$ cat src/rtl/unsolved_copy_scheduler.sv
// -----------------------------------------------------------------------------
// unsolved_copy_scheduler
//
// Collects unsolved copy tokens from the result-RAM blocks and re-issues them,
// one per cycle, as copy read commands toward the owning block.
//
// The blocks emit tokens without backpressure, so every block owns a small
// private FIFO. A round-robin arbiter picks one non-empty FIFO and loads the
// single output register whenever that register is empty or being consumed.
// page_finish flushes all state and opens the RAM clean window, which lasts
// CLEAN_CYCLES cycles. flush_busy is high for the whole window.
//
// Ports
//   clk                clock
//   rst_n              synchronous, active-low reset
//   page_finish        end of file: flush everything, start the clean window
//   unsolved_valid_in  per-block token strobe
//   unsolved_token_in  block i at [33i+32:33i] = {addr[8:0], miss[7:0], offset[15:0]}
//   out_ready          consumer accepts out_* this cycle
//   out_valid          re-issue command valid
//   out_block          index of the FIFO (block) that produced the token
//   out_address        copy address
//   out_valid_mask     bytes still missing
//   out_offset         copy offset
//   pending_cnt        tokens held in the FIFOs plus the output register
//   all_empty          pending_cnt == 0 and no clean window active
//                      (so it reads 1 straight after reset)
//   flush_busy         flush / clean window active
//   overflow_err       sticky per block: a token was dropped on a full FIFO
// -----------------------------------------------------------------------------
module unsolved_copy_scheduler #(
  parameter int NUM_BLOCKS   = 16,
  parameter int FIFO_DEPTH   = 4,
  parameter int CLEAN_CYCLES = 512,
  parameter int PCNT_W       = 7
) (
  input  logic                     clk,
  input  logic                     rst_n,
  input  logic                     page_finish,
  input  logic [NUM_BLOCKS-1:0]    unsolved_valid_in,
  input  logic [NUM_BLOCKS*33-1:0] unsolved_token_in,
  input  logic                     out_ready,
  output logic                     out_valid,
  output logic [3:0]               out_block,
  output logic [8:0]               out_address,
  output logic [7:0]               out_valid_mask,
  output logic [15:0]              out_offset,
  output logic [PCNT_W-1:0]        pending_cnt,
  output logic                     all_empty,
  output logic                     flush_busy,
  output logic [NUM_BLOCKS-1:0]    overflow_err
);

  localparam int TOK_W = 33;
  localparam int BID_W = 4;
  localparam int PTR_W = (FIFO_DEPTH > 1) ? $clog2(FIFO_DEPTH) : 1;
  localparam int CNT_W = $clog2(FIFO_DEPTH + 1);
  localparam int FC_W  = (CLEAN_CYCLES > 1) ? $clog2(CLEAN_CYCLES) : 1;

  typedef enum logic {
    ST_RUN   = 1'b0,
    ST_FLUSH = 1'b1
  } state_e;

  state_e              state_q, state_d;
  logic [FC_W-1:0]     flush_cnt_q, flush_cnt_d;

  logic                run_active;
  logic [TOK_W-1:0]    fifo_head [NUM_BLOCKS];
  logic [NUM_BLOCKS-1:0] fifo_nempty;
  logic [NUM_BLOCKS-1:0] push_ok;
  logic [NUM_BLOCKS-1:0] ovf_set;
  logic [NUM_BLOCKS-1:0] pop_sel;

  logic [BID_W-1:0]    rr_q;
  logic [BID_W-1:0]    grant_idx;
  logic [BID_W-1:0]    cand;
  logic                grant_any;
  logic                load_en;

  logic                out_valid_q;
  logic [BID_W-1:0]    out_block_q;
  logic [TOK_W-1:0]    out_tok_q;

  logic [PCNT_W-1:0]   pending_q, pending_d;
  logic [PCNT_W-1:0]   push_cnt;
  logic [NUM_BLOCKS-1:0] overflow_q;

  // Flush has priority over everything else in the cycle it is sampled.
  assign run_active = (state_q == ST_RUN) && !page_finish;

  // ---------------------------------------------------------------------------
  // State machine: RUN / FLUSH with clean-window counter
  // ---------------------------------------------------------------------------
  always_ff @(posedge clk) begin
    if (!rst_n) begin
      state_q     <= ST_RUN;
      flush_cnt_q <= '0;
    end else begin
      state_q     <= state_d;
      flush_cnt_q <= flush_cnt_d;
    end
  end

  always_comb begin
    state_d     = state_q;
    flush_cnt_d = flush_cnt_q;
    if (page_finish) begin
      // Entering the window, or restarting it when already flushing.
      state_d     = ST_FLUSH;
      flush_cnt_d = '0;
    end else if (state_q == ST_FLUSH) begin
      if (flush_cnt_q == FC_W'(CLEAN_CYCLES - 1)) begin
        state_d     = ST_RUN;
        flush_cnt_d = '0;
      end else begin
        flush_cnt_d = flush_cnt_q + FC_W'(1);
      end
    end
  end

  // ---------------------------------------------------------------------------
  // Per-block FIFOs
  // ---------------------------------------------------------------------------
  generate
    for (genvar gi = 0; gi < NUM_BLOCKS; gi++) begin : g_fifo
      logic [TOK_W-1:0] mem_q [FIFO_DEPTH];
      logic [PTR_W-1:0] wr_ptr_q;
      logic [PTR_W-1:0] rd_ptr_q;
      logic [CNT_W-1:0] cnt_q;
      logic             full;
      logic             push_req;

      assign full            = (cnt_q == CNT_W'(FIFO_DEPTH));
      assign push_req        = run_active & unsolved_valid_in[gi];
      // A full FIFO still accepts when it is popped on the same edge.
      assign push_ok[gi]     = push_req & (~full | pop_sel[gi]);
      assign ovf_set[gi]     = push_req & full & ~pop_sel[gi];
      assign fifo_nempty[gi] = (cnt_q != '0);
      assign fifo_head[gi]   = mem_q[rd_ptr_q];

      always_ff @(posedge clk) begin
        if (!rst_n || page_finish) begin
          wr_ptr_q <= '0;
          rd_ptr_q <= '0;
          cnt_q    <= '0;
        end else begin
          if (push_ok[gi]) wr_ptr_q <= wr_ptr_q + PTR_W'(1);
          if (pop_sel[gi]) rd_ptr_q <= rd_ptr_q + PTR_W'(1);
          cnt_q <= cnt_q + CNT_W'(push_ok[gi]) - CNT_W'(pop_sel[gi]);
        end
      end

      // Storage needs no reset: the pointers define what is valid.
      always_ff @(posedge clk) begin
        if (push_ok[gi]) begin
          mem_q[wr_ptr_q] <= unsolved_token_in[gi*TOK_W +: TOK_W];
        end
      end
    end
  endgenerate

  // ---------------------------------------------------------------------------
  // Round-robin arbiter: first non-empty FIFO after rr_q, wrapping.
  // Scanning from the farthest offset down lets the nearest one win.
  // ---------------------------------------------------------------------------
  always_comb begin
    grant_any = 1'b0;
    grant_idx = '0;
    cand      = '0;
    for (int k = NUM_BLOCKS; k >= 1; k--) begin
      cand = rr_q + BID_W'(k);
      if (fifo_nempty[cand]) begin
        grant_any = 1'b1;
        grant_idx = cand;
      end
    end
  end

  assign load_en = run_active & grant_any & (~out_valid_q | out_ready);
  assign pop_sel = load_en ? (NUM_BLOCKS'(1) << grant_idx) : '0;

  // ---------------------------------------------------------------------------
  // Output register
  // ---------------------------------------------------------------------------
  always_ff @(posedge clk) begin
    if (!rst_n || page_finish) begin
      out_valid_q <= 1'b0;
      out_block_q <= '0;
      out_tok_q   <= '0;
      rr_q        <= BID_W'(NUM_BLOCKS - 1);
    end else if (load_en) begin
      out_valid_q <= 1'b1;
      out_block_q <= grant_idx;
      out_tok_q   <= fifo_head[grant_idx];
      rr_q        <= grant_idx;
    end else if (out_ready) begin
      out_valid_q <= 1'b0;
    end
  end

  // ---------------------------------------------------------------------------
  // Pending count and sticky overflow flags
  // ---------------------------------------------------------------------------
  always_comb begin
    push_cnt = '0;
    for (int k = 0; k < NUM_BLOCKS; k++) begin
      push_cnt = push_cnt + PCNT_W'(push_ok[k]);
    end
    // Moving a token from a FIFO into the output register is count-neutral.
    pending_d = pending_q + push_cnt - PCNT_W'(out_valid_q & out_ready & run_active);
  end

  always_ff @(posedge clk) begin
    if (!rst_n || page_finish) begin
      pending_q  <= '0;
      overflow_q <= '0;
    end else begin
      pending_q  <= pending_d;
      overflow_q <= overflow_q | ovf_set;
    end
  end

  // ---------------------------------------------------------------------------
  // Outputs
  // ---------------------------------------------------------------------------
  assign out_valid      = out_valid_q;
  assign out_block      = out_block_q;
  assign out_address    = out_tok_q[32:24];
  assign out_valid_mask = out_tok_q[23:16];
  assign out_offset     = out_tok_q[15:0];
  assign pending_cnt    = pending_q;
  assign flush_busy     = (state_q == ST_FLUSH);
  assign all_empty      = (pending_q == '0) && (state_q == ST_RUN);
  assign overflow_err   = overflow_q;

endmodule
$ cat config.mk
export PLATFORM = sky130hd
export DESIGN_NAME = unsolved_copy_scheduler
export DESIGN_NICKNAME = d
export VERILOG_FILES = /design/src/rtl/unsolved_copy_scheduler.sv
export SDC_FILE = /design/constraint.sdc
export NUM_CORES = 2
export LEC_CHECK = 0
export CAP_MARGIN = 25
export CORE_ASPECT_RATIO = 1.75
export CORE_UTILIZATION = 50
export CTS_CLUSTER_DIAMETER = 40
export CTS_CLUSTER_SIZE = 12
export DETAILED_ROUTE_END_ITERATION = 10
export DONT_BUFFER_PORTS = 1
export PLACE_DENSITY = 0.66
export SLEW_MARGIN = 20
export SYNTH_ARGS = -nofsm -noshare
export SYNTH_HDL_FRONTEND = slang
export SYNTH_SLANG_ARGS = --single-unit
$ cat constraint.sdc
create_clock -name clk -period 8.5 [get_ports clk]
set_input_delay 1.7 -clock clk [delete_from_list [all_inputs] [get_ports clk]]
set_output_delay 1.7 -clock clk [all_outputs]
set_load 0.1 [all_outputs]
==> results.cfg <==
[grt]
grt_max_degree = 80
grt_usage_pct = 27.7
grt_pass1_vias = 49018
grt_overflow = 0
grt_pass1_wl_mm = 365
antenna_found_initial = 25

[yosys]
synthDistinctLibCells = 88
yosysTopAreaCell = edfxtp_1
synth_xor_area_share_pct = 0.976
synth_top_family_by_area = multiplexers
synth.avg_cell_area_um2 = 19.6
netlist_area_um2 = 94100
synthAdderAreaFrac_pct = 2.34
synth-seq-cells = 2331
ys_seq_area_share_pct = 72.1
synth-compound-area-share_pct = 3.26
synth_area_leaders = edfxtp_1 (67%), mux4_2 (13%), dfxtp_1 (4.7%)
synth_nets = 5497
synth_warnings = 0
synth_top_cell_area_share_pct = 67.4
ys.flop_type = edfxtp_1
synth_simple_gate_area_share_pct = 2.98
syn_inst = 4790
synthMuxAreaShare_pct = 16.7
async_reset_ff_share_pct = 0
synth_edf_count = 2112

[timing]
worstMarginPinSlew_ns = 1.14
slew_viol_final = 0
max_freq_ghz = 0.122
clock-skew-final_ns = 0.131
finalSetupViolations = 0
hold-worst-slack_ns = 0.501
fin_crit_sh_pct = 96.4
setup-tns-final_ns = 0
relSlewSlack_pct = 24.0
finalHoldViolations = 0
period_needed_ns = 8.19

[setup_path]
critical_path.max_stage_delay_ns = 0.64
ff2ff_setup_slack_ns = 0.31
end_kind = register
critPathSlowestCell = mux4_2
crit_type = register to register
cp.arrival_ns = 8.90
startpoint_type = register
cp_common_cell = fa_1
cp_data_required_time_ns = 9.20
critPathMaxFanout = 18

[cells_and_area]
final_util_pct = 56.8
instances_no_fill = 7657
nNetsFinal = 5788
area_growth_pct = 12.9
drive_gt1_share_pct = 27.4

[drt]
wl_met1_mm = 87.8
drt-initial-drc-count = 4315
route.vias.total = 46778
met2WireLength_mm = 132
top_layer = met5
drcViolationCount = 0
drt_wl_total_mm = 263
met3_length_mm = 27.3
wire_per_inst_um = 34.3
drtPass1Iterations = 5
vias_per_cell = 6.11
ant_nets = 0

[placement]
placedCellCount = 7252
portBuffers = 0
gp_congestion = 0.894
hpwlAfterDp_mm = 187

[clock_network]
cts_made_buffers = 231
cts_hold_buf = 0
cts_root_buf = clkbuf_16
worstSkewPairLatency_ns = 0.89
cts_sinks = 2331
htree_levels = 4
clockBufferDepth = 4
cts_tree = done
clkTransAtPathRegs_ns = 0.06

[floorplan]
dieArea_um2 = 190000
num_io_pins = 611
core_um2 = 187000
start_util_pct = 50.3
rows = 210
die_height_um = 576
die_w_um = 330

[worst_hold_path]
min_path_type = register to register

[status]
status = finished, final reports clean

[run]
maxCapViolCount = 0
-- per-layer routing --
layer,vias up,global-route usage [%]
met5,-,0
met4,18,14.1
met3,444,10.5
met2,1770,47.0
met1,24546,29.9
li1,20000,-
-- stage by stage --
stage / setup slack [ns] / area (um2)
after global routing: -0.0358 / 106000
after global placement: 0.0901 / 98100
after detailed placement: 0.0300 / 98900
after CTS: 0.0393 / 106000
after floorplan: 0.0344 / 94100
final: 0.307 / 106000
-- critical path: cells and delay by family (launching register included) --
kind / cells / cell delay (ns)
AOI/OAI and AO/OA: 8 / 1.37
xor gates and xnor gates: 1 / 0.15
adders and majority gates: 8 / 3.59
buffers and inverters: 6 / 0.64
DFF: 1 / 0.33
muxes: 2 / 1.18
and+or+nand+nor: 5 / 0.77
-- cell type report --
cell class,instances,area (um2)
Multi-Input combinational cell,2074,25000
Sequential cell,2331,67800
Fill cell,14024,80900
Antenna cell,16,40.0
Inverter,123,462
Clock inverter,36,445
Tap cell,2438,3050
Timing Repair Buffer,320,3180
Clock buffer,319,6170
-- synth_stat cells, drive strengths merged, types with 7 or more instances --
cell / count
nor3b: 9
a22o: 30
xnor2: 66
ha: 131
o31ai: 12
and2: 88
o21bai: 7
a211o: 11
a22oi: 8
buf: 86
mux2: 163
nor2b: 8
xor2: 38
nand2: 104
nand4: 7
nand2b: 15
fa: 28
a21oi: 58
a211oi: 14
mux2i: 139
clkbuf: 176
nor2: 191
nor3: 23
and3: 21
edfxtp: 2112
nor4: 23
o211a: 10
a31oi: 21
a221oi: 32
o22ai: 34
o211ai: 68
o2111ai: 7
inv: 121
a2111oi: 19
dfxtp: 219
a21o: 11
o21ai: 21
nand3: 27
or3: 17
mux4: 555
-- final timing paths --
check / cells after the start / to / start
setup reg to reg: 30 / pending_cnt[6] / rr_q[1]
hold reg to reg: 2 / flush_cnt_q[8] / flush_cnt_q[8]
setup / recovery: 30 / pending_cnt[6] / rr_q[1]
hold / removal: 2 / flush_cnt_q[8] / flush_cnt_q[8]
-- registers in the layout, summed over array words and instances (netlist names), named ones only --
| signal | flops |
|---|---|
| overflow_err | 16 |
| g_fifo.wr_ptr_q | 32 |
| pending_cnt | 7 |
| flush_busy | 1 |
| out_valid | 1 |
| g_fifo.mem_q | 2112 |
| g_fifo.rd_ptr_q | 32 |
| rr_q | 4 |
| flush_cnt_q | 9 |
| out_tok_q | 33 |
| g_fifo.cnt_q | 48 |
| out_block | 4 |
-- cells by family (layout without fill, tap and decap cells) --
group           after synthesis  after routing
simple gates                551            551
fa+ha+maj                   159            159
buf+inv                     385            798
other cells                   0             16
xor+xnor                    104            104
compound gates              403            403
mux                         857            857
flops                      2331           2331
-- what timing repair did --
item                                    4_1_cts  5_1_grt
endpoints found under the setup margin        0        2
gates resized for setup                       0       41
buffers inserted                              0        6
-- placed cells by master (no fill, tap or decap), drive strengths merged, types with 21 or more instances in the layout --
| cell | count |
|---|---|
| ha | 131 |
| inv | 129 |
| nand2 | 104 |
| a21oi | 58 |
| xnor2 | 66 |
| mux2 | 163 |
| nor2 | 191 |
| mux4 | 555 |
| dfxtp | 219 |
| mux2i | 139 |
| buf | 309 |
| nand3 | 27 |
| nor3 | 23 |
| and3 | 21 |
| o22ai | 34 |
| o21ai | 21 |
| clkbuf | 330 |
| nor4 | 23 |
| and2 | 88 |
| a22o | 30 |
| a221oi | 32 |
| xor2 | 38 |
| fa | 28 |
| a31oi | 21 |
| o211ai | 68 |
| edfxtp | 2112 |
Power is left out: the tool's default activity adds up to more than one toggle a clock period on the data nets, which glitch-free logic cannot reach.
